<file path="config.mk">
export PLATFORM = sky130hd
export DESIGN_NAME = pwm_duty_ramp_ctrl
export DESIGN_NICKNAME = d
export VERILOG_FILES = /design/src/rtl/pwm_pkg.sv /design/src/rtl/pwm_period_timer.sv /design/src/rtl/pwm_duty_ramp_ctrl.sv
export SDC_FILE = /design/constraint.sdc
export NUM_CORES = 1
export LEC_CHECK = 0
export CELL_PAD_IN_SITES_DETAIL_PLACEMENT = 1
export CELL_PAD_IN_SITES_GLOBAL_PLACEMENT = 2
export CORE_MARGIN = 8
export CORE_UTILIZATION = 32
export CTS_BUF_LIST = sky130_fd_sc_hd__clkbuf_4
export DETAILED_ROUTE_END_ITERATION = 16
export GPL_TIMING_DRIVEN = 0
export PLACE_DENSITY_LB_ADDON = 0.1
export SYNTH_ARGS = -nofsm -noshare
export SYNTH_HDL_FRONTEND = slang
export SYNTH_HIERARCHICAL = 1
export SYNTH_SLANG_ARGS = --single-unit
</file>
<file path="constraint.sdc">
create_clock -name clk -period 5.7 [get_ports clk]
set_input_delay 0.855 -clock clk [delete_from_list [all_inputs] [get_ports clk]]
set_output_delay 0.855 -clock clk [all_outputs]
set_load 0.02 [all_outputs]
</file>
<file path="src/rtl/pwm_pkg.sv">
// Shared PWM definitions: state encoding and default geometry of the
// compare-and-count stage, reused by the ramp controller and compycont benches.
package pwm_pkg;

   localparam int PWM_WIDTH    = 10;
   localparam int PWM_PERIOD   = 1024;
   localparam int PWM_STEP     = 8;
   localparam int PWM_DUTY_MAX = 1000;

   typedef enum logic [1:0] {
      ST_IDLE = 2'd0,
      ST_RAMP = 2'd1,
      ST_HOLD = 2'd2
   } pwm_state_e;

endpackage

</file>
<file path="src/rtl/pwm_period_timer.sv">
// Free-running PWM period counter; runs only while enabled and flags the
// last cycle of every period so duty updates land on period boundaries.
module pwm_period_timer
   import pwm_pkg::*;
#(
   parameter int WIDTH  = PWM_WIDTH,
   parameter int PERIOD = PWM_PERIOD
) (
   input  logic clk,
   input  logic reset,
   input  logic enable,
   output logic period_end
);

   localparam logic [WIDTH-1:0] LAST_CNT = WIDTH'(PERIOD - 1);

   logic [WIDTH-1:0] pcnt_r;
   logic             last_s;

   assign last_s = (pcnt_r == LAST_CNT);

   // period counter: cleared while disabled, wraps after the last cycle
   always_ff @(posedge clk) begin
      if (reset) begin
         pcnt_r <= {WIDTH{1'b0}};
      end else if (!enable || last_s) begin
         pcnt_r <= {WIDTH{1'b0}};
      end else begin
         pcnt_r <= pcnt_r + {{(WIDTH-1){1'b0}}, 1'b1};
      end
   end

   assign period_end = enable & last_s;

endmodule

</file>
<file path="src/rtl/pwm_duty_ramp_ctrl.sv">
// Soft-start duty controller for the compycont PWM stage: accepts a target over
// valid/ready and slews the registered duty toward it by STEP per period.
module pwm_duty_ramp_ctrl
   import pwm_pkg::*;
#(
   parameter int WIDTH    = PWM_WIDTH,
   parameter int PERIOD   = PWM_PERIOD,
   parameter int STEP     = PWM_STEP,
   parameter int DUTY_MAX = PWM_DUTY_MAX
) (
   input  logic             clk,
   input  logic             reset,
   input  logic             enable,
   input  logic             tgt_valid,
   input  logic [WIDTH-1:0] tgt_data,
   output logic             tgt_ready,
   output logic [WIDTH-1:0] duty,
   output logic             period_end,
   output logic             busy,
   output logic             at_target
);

   localparam logic [WIDTH:0] MAX_W  = (WIDTH+1)'(DUTY_MAX);
   localparam logic [WIDTH:0] STEP_W = (WIDTH+1)'(STEP);

   pwm_state_e       state_r, state_nxt_s;
   logic [WIDTH-1:0] duty_r, target_r;
   logic [WIDTH-1:0] clamp_s, tgt_eff_s, ramp_duty_s;
   logic [WIDTH:0]   diff_s, step_s, duty_step_s;
   logic             up_s, pe_s, accept_s;
   logic             tgt_ready_s, busy_s, at_target_s;

   pwm_period_timer #(
      .WIDTH  (WIDTH),
      .PERIOD (PERIOD)
   ) u_timer (
      .clk        (clk),
      .reset      (reset),
      .enable     (enable),
      .period_end (pe_s)
   );

   assign accept_s = tgt_valid & tgt_ready_s;

   // target clamp; IDLE decides on the word being accepted this very cycle
   always_comb begin
      if ({1'b0, tgt_data} > MAX_W) begin
         clamp_s = MAX_W[WIDTH-1:0];
      end else begin
         clamp_s = tgt_data;
      end
      if (accept_s) begin
         tgt_eff_s = clamp_s;
      end else begin
         tgt_eff_s = target_r;
      end
   end

   // ramp step: unsigned WIDTH+1 distance, step limited to the remaining gap
   always_comb begin
      up_s = ({1'b0, target_r} >= {1'b0, duty_r});
      if (up_s) begin
         diff_s = {1'b0, target_r} - {1'b0, duty_r};
      end else begin
         diff_s = {1'b0, duty_r} - {1'b0, target_r};
      end
      if (diff_s < STEP_W) begin
         step_s = diff_s;
      end else begin
         step_s = STEP_W;
      end
      if (up_s) begin
         duty_step_s = {1'b0, duty_r} + step_s;
      end else begin
         duty_step_s = {1'b0, duty_r} - step_s;
      end
      if (duty_step_s > MAX_W) begin
         ramp_duty_s = MAX_W[WIDTH-1:0];
      end else begin
         ramp_duty_s = duty_step_s[WIDTH-1:0];
      end
   end

   // FSM state register
   always_ff @(posedge clk) begin
      if (reset) begin
         state_r <= ST_IDLE;
      end else begin
         state_r <= state_nxt_s;
      end
   end

   // FSM next-state logic
   always_comb begin
      state_nxt_s = state_r;
      if (!enable) begin
         state_nxt_s = ST_IDLE;
      end else begin
         case (state_r)
            ST_IDLE: begin
               if (tgt_eff_s != {WIDTH{1'b0}}) begin
                  state_nxt_s = ST_RAMP;
               end else begin
                  state_nxt_s = ST_HOLD;
               end
            end
            ST_RAMP: begin
               if (pe_s && (ramp_duty_s == target_r)) begin
                  state_nxt_s = ST_HOLD;
               end else begin
                  state_nxt_s = ST_RAMP;
               end
            end
            ST_HOLD: begin
               if (accept_s && (clamp_s != duty_r)) begin
                  state_nxt_s = ST_RAMP;
               end else begin
                  state_nxt_s = ST_HOLD;
               end
            end
            default: state_nxt_s = ST_IDLE;
         endcase
      end
   end

   // FSM outputs decoded from the state register
   always_comb begin
      tgt_ready_s = 1'b0;
      busy_s      = 1'b0;
      at_target_s = 1'b0;
      case (state_r)
         ST_IDLE: tgt_ready_s = 1'b1;
         ST_RAMP: busy_s      = 1'b1;
         ST_HOLD: begin
            tgt_ready_s = 1'b1;
            at_target_s = 1'b1;
         end
         default: tgt_ready_s = 1'b0;
      endcase
   end

   // target and duty registers; target survives a disable, duty does not
   always_ff @(posedge clk) begin
      if (reset) begin
         target_r <= {WIDTH{1'b0}};
         duty_r   <= {WIDTH{1'b0}};
      end else begin
         if (accept_s) begin
            target_r <= clamp_s;
         end else begin
            target_r <= target_r;
         end
         if (!enable || (state_r == ST_IDLE)) begin
            duty_r <= {WIDTH{1'b0}};
         end else if ((state_r == ST_RAMP) && pe_s) begin
            duty_r <= ramp_duty_s;
         end else begin
            duty_r <= duty_r;
         end
      end
   end

   assign tgt_ready  = tgt_ready_s;
   assign duty       = duty_r;
   assign period_end = pe_s;
   assign busy       = busy_s;
   assign at_target  = at_target_s;

endmodule

</file>
==> qor.yml <==
startpoint: "duty[0]"
dieArea_mm2: 0.01434
hold_viol: 0
yosys_warnings: 6
path_max_fanout: 4
syn_inst: 459
areaGrowthSynthToFinish_pct: 37.56
fin_worst_skew_ps: 6.943
vias_per_cell: 5.554
crit_path_start_kind: "register"
worst-path-buf-inv: 2
cts_num_sinks: 32
design.portCount: 28
wl_per_cell_um: 18.51
status: "finished, violations left"
cp_top_family: "compound AO/OA/AOI/OAI gates"
powerDensity_mw_per_mm2: 177.1
dp_hpwl_um: 9583
ys_seq_elements: 32
period_share_pct: 106.9
worst_pin_slew_ps: 1065
htree_num_levels: 2
critPathKind: "reg2reg"
antenna_found_initial: 0
drive_gt1_share_pct: 26.27
design_area_mm2: 0.004738
utilization_pct: 44.49
max-slew-margin-rel_pct: 28.50
diodes: 0
hp-start: "u_timer/pcnt_r[0]"
clk_latency_ps: 350
grt_max_degree: 12
yosysUniqueCellTypes: 71
row_count: 38
io_buffers: 27
dieHeight_um: 119.8
hold_class: "reg2reg"
route.vias.total: 3738
layout_setup_ws_ps: -394.0
setup_violations: 3
post-route-min-period_ps: 6094
nets: 582
leakage_nw: 1.798
critPathSlowestCell: "or4_4"
slowest_delay_ps: 560
gp_congestion: 0.8212
synth_flop_cell: "dfxtp_1"
stdcell_count: 673
wl_um: 12460
overflow: 0
worstPathArrival_ps: 6380
syn_nets: 509
fin_setup_tns_ps: -747.5
maxSlewViolCount: 0
tritoncts: "done"
synth-edff-count: 0
drc: 0
cts.path.max_buffers: 2
yosysSeqAreaShare_pct: 18.60
fp.coreArea_mm2: 0.01065
max_freq_mhz: 164.1
fin_hold_ws_ps: 472.2
grt_pass1_wl_um: 19820
r2r_start: "duty[0]"
grt_util_all_layers_pct: 16.97
rrSetupSlack_ps: -390
dr.pass1.iters: 4
n_fill_cell: 1304
cts_inserted_buffers: 5
antenna_left: 0
rsz0062_at_grt: "yes"
start_util_pct: 32.34
dp_cells: 626
postPlaceCellArea_mm2: 0.003953
peakVddDrop_v: 0.0001033
cts-root-buf: "clkbuf_4"
drv_cap: 0
netlist_area_mm2: 0.003445
crit_path_end_kind: "register"
worstPathRequired_ps: 5990
violations: "setup timing"
synth_area_per_cell_um2: 7.504
grt_pass1_vias: 3875
die_w_um: 119.8
async_flop_share_pct: 0
clkTransAtPathRegs_ps: 110
drt-initial-drc-count: 166
## cell families after synthesis
group                      count (synthesis)  synth area share (%)
DFF                                       32                 18.60
and+or+nand+nor                          167                 25.17
muxes                                      3                0.9081
AOI/OAI and AO/OA                        143                 28.77
buffers and inverters                     50                 5.703
xor gates and xnor gates                  28                 7.119
adders and majority gates                 36                 13.73
## state kept, by name, indices dropped and copies added (netlist names)
signal and flops:
duty 10, state_r 2, target_r 10, u_timer/pcnt_r 10
## where the power goes
group / internal, mW / switching, mW
sequential: 0.228 / 0.0131
combinational: 0.182 / 0.237
clock: 0.0914 / 0.0874
## worst register-to-register path, delay by kind of cell, from the launching register on
family / cells / cell delay [ps]
and+or+nand+nor: 4 / 1470
AOI/OAI and AO/OA: 12 / 2460
adders and majority gates: 4 / 990
xor gates and xnor gates: 2 / 360
buffers and inverters: 2 / 110
muxes: 1 / 270
DFF: 1 / 380
## Yosys cell counts, types with 3 or more instances
| library cell | n | area [um2] |
|---|---|---|
| a211o_1 | 4 | 35.03 |
| a211oi_1 | 8 | 60.06 |
| a21o_1 | 9 | 67.56 |
| a21oi_1 | 38 | 190.2 |
| a221o_1 | 3 | 30.03 |
| a22oi_1 | 3 | 22.52 |
| a311oi_1 | 3 | 26.28 |
| a31o_2 | 3 | 26.28 |
| a31oi_1 | 9 | 56.30 |
| and2_1 | 3 | 18.77 |
| and3_1 | 4 | 25.02 |
| clkbuf_1 | 7 | 26.28 |
| dfxtp_1 | 32 | 640.6 |
| fa_1 | 3 | 60.06 |
| ha_1 | 33 | 412.9 |
| inv_1 | 40 | 150.1 |
| nand2_1 | 38 | 142.6 |
| nand2b_1 | 3 | 18.77 |
| nand3_1 | 13 | 65.06 |
| nand4_1 | 13 | 81.33 |
| nor2_1 | 41 | 153.9 |
| nor2b_1 | 12 | 75.07 |
| nor3_1 | 9 | 45.04 |
| nor4_1 | 9 | 56.30 |
| o2111ai_1 | 4 | 35.03 |
| o211ai_1 | 4 | 30.03 |
| o21a_1 | 3 | 22.52 |
| o21ai_0 | 14 | 70.07 |
| o21bai_1 | 4 | 30.03 |
| o22ai_1 | 6 | 37.54 |
| o31a_1 | 4 | 35.03 |
| o31ai_1 | 4 | 30.03 |
| or3_1 | 4 | 25.02 |
| xnor2_1 | 18 | 157.7 |
| xor2_1 | 10 | 87.58 |
## per-stage QoR
stage          total power [mW]  setup slack (ps)
2_1_floorplan            0.4709             20.65
3_3_place_gp             0.5577             -1278
3_5_place_dp             0.5641             -1329
4_1_cts                  0.8247            -470.1
5_1_grt                  0.8949            -620.7
6_report                 0.8391            -394.0
## worst paths after layout
check / endpoint / depth (start not counted)
max: state_r[1] / 25
min: u_timer/pcnt_r[0] / 1
max reg2reg: state_r[1] / 25
min reg2reg: u_timer/pcnt_r[0] / 1
## routing by layer
metal	vias up	GRT usage, %	part of all wire, %
li1	1854	-	-
met1	1802	20.51	46
met2	59	29.83	49
met3	23	2.020	2.1
met4	0	6.948	3.0
met5	-	0	0
## layout by cell type (no fill, tap or decap), drive strengths merged, types with 3 or more instances in the layout
cell type and instances:
nand4 15, a221o 3, nor2b 12, xor2 10, xnor2 18, a31oi 9
o31a 4, inv 41, nor3 9, fa 3, o21a 3, a31o 4
buf 42, or2 3, o22ai 6, a21oi 38, nand2 38, clkdlybuf4s50 27
nand3 16, o21bai 4, o211ai 4, a211o 4, nor2 41, o21ai 15
clkbuf 10, ha 33, or3 5, and3 4, a22oi 3, a311oi 3
nand2b 3, a21o 9, a211oi 8, dfxtp 32, o31ai 4, o2111ai 4
nor4 9, and2 3
## timing repair
action,CTS,global route
hold buffers,0,0
buffers inserted,26,12
gates cloned,1,0
setup endpoints to repair,12,12
resized for setup,56,41
pin swaps,27,28
hold endpoints to repair,0,0
## final cells by class
cell class	instances	area (um2)	area share, %
plain buffers	9	50.05	1.056
clock buffers	5	37.54	0.7922
clock inverters	3	42.54	0.8978
inverters	41	158.9	3.354
multi-input cells	378	3030	63.96
flip-flops and latches	32	676.9	14.29
well taps	140	175.2	3.697
repair buffers	65	566.8	11.96
No activity file was read; power rests on OpenSTA's default activity.
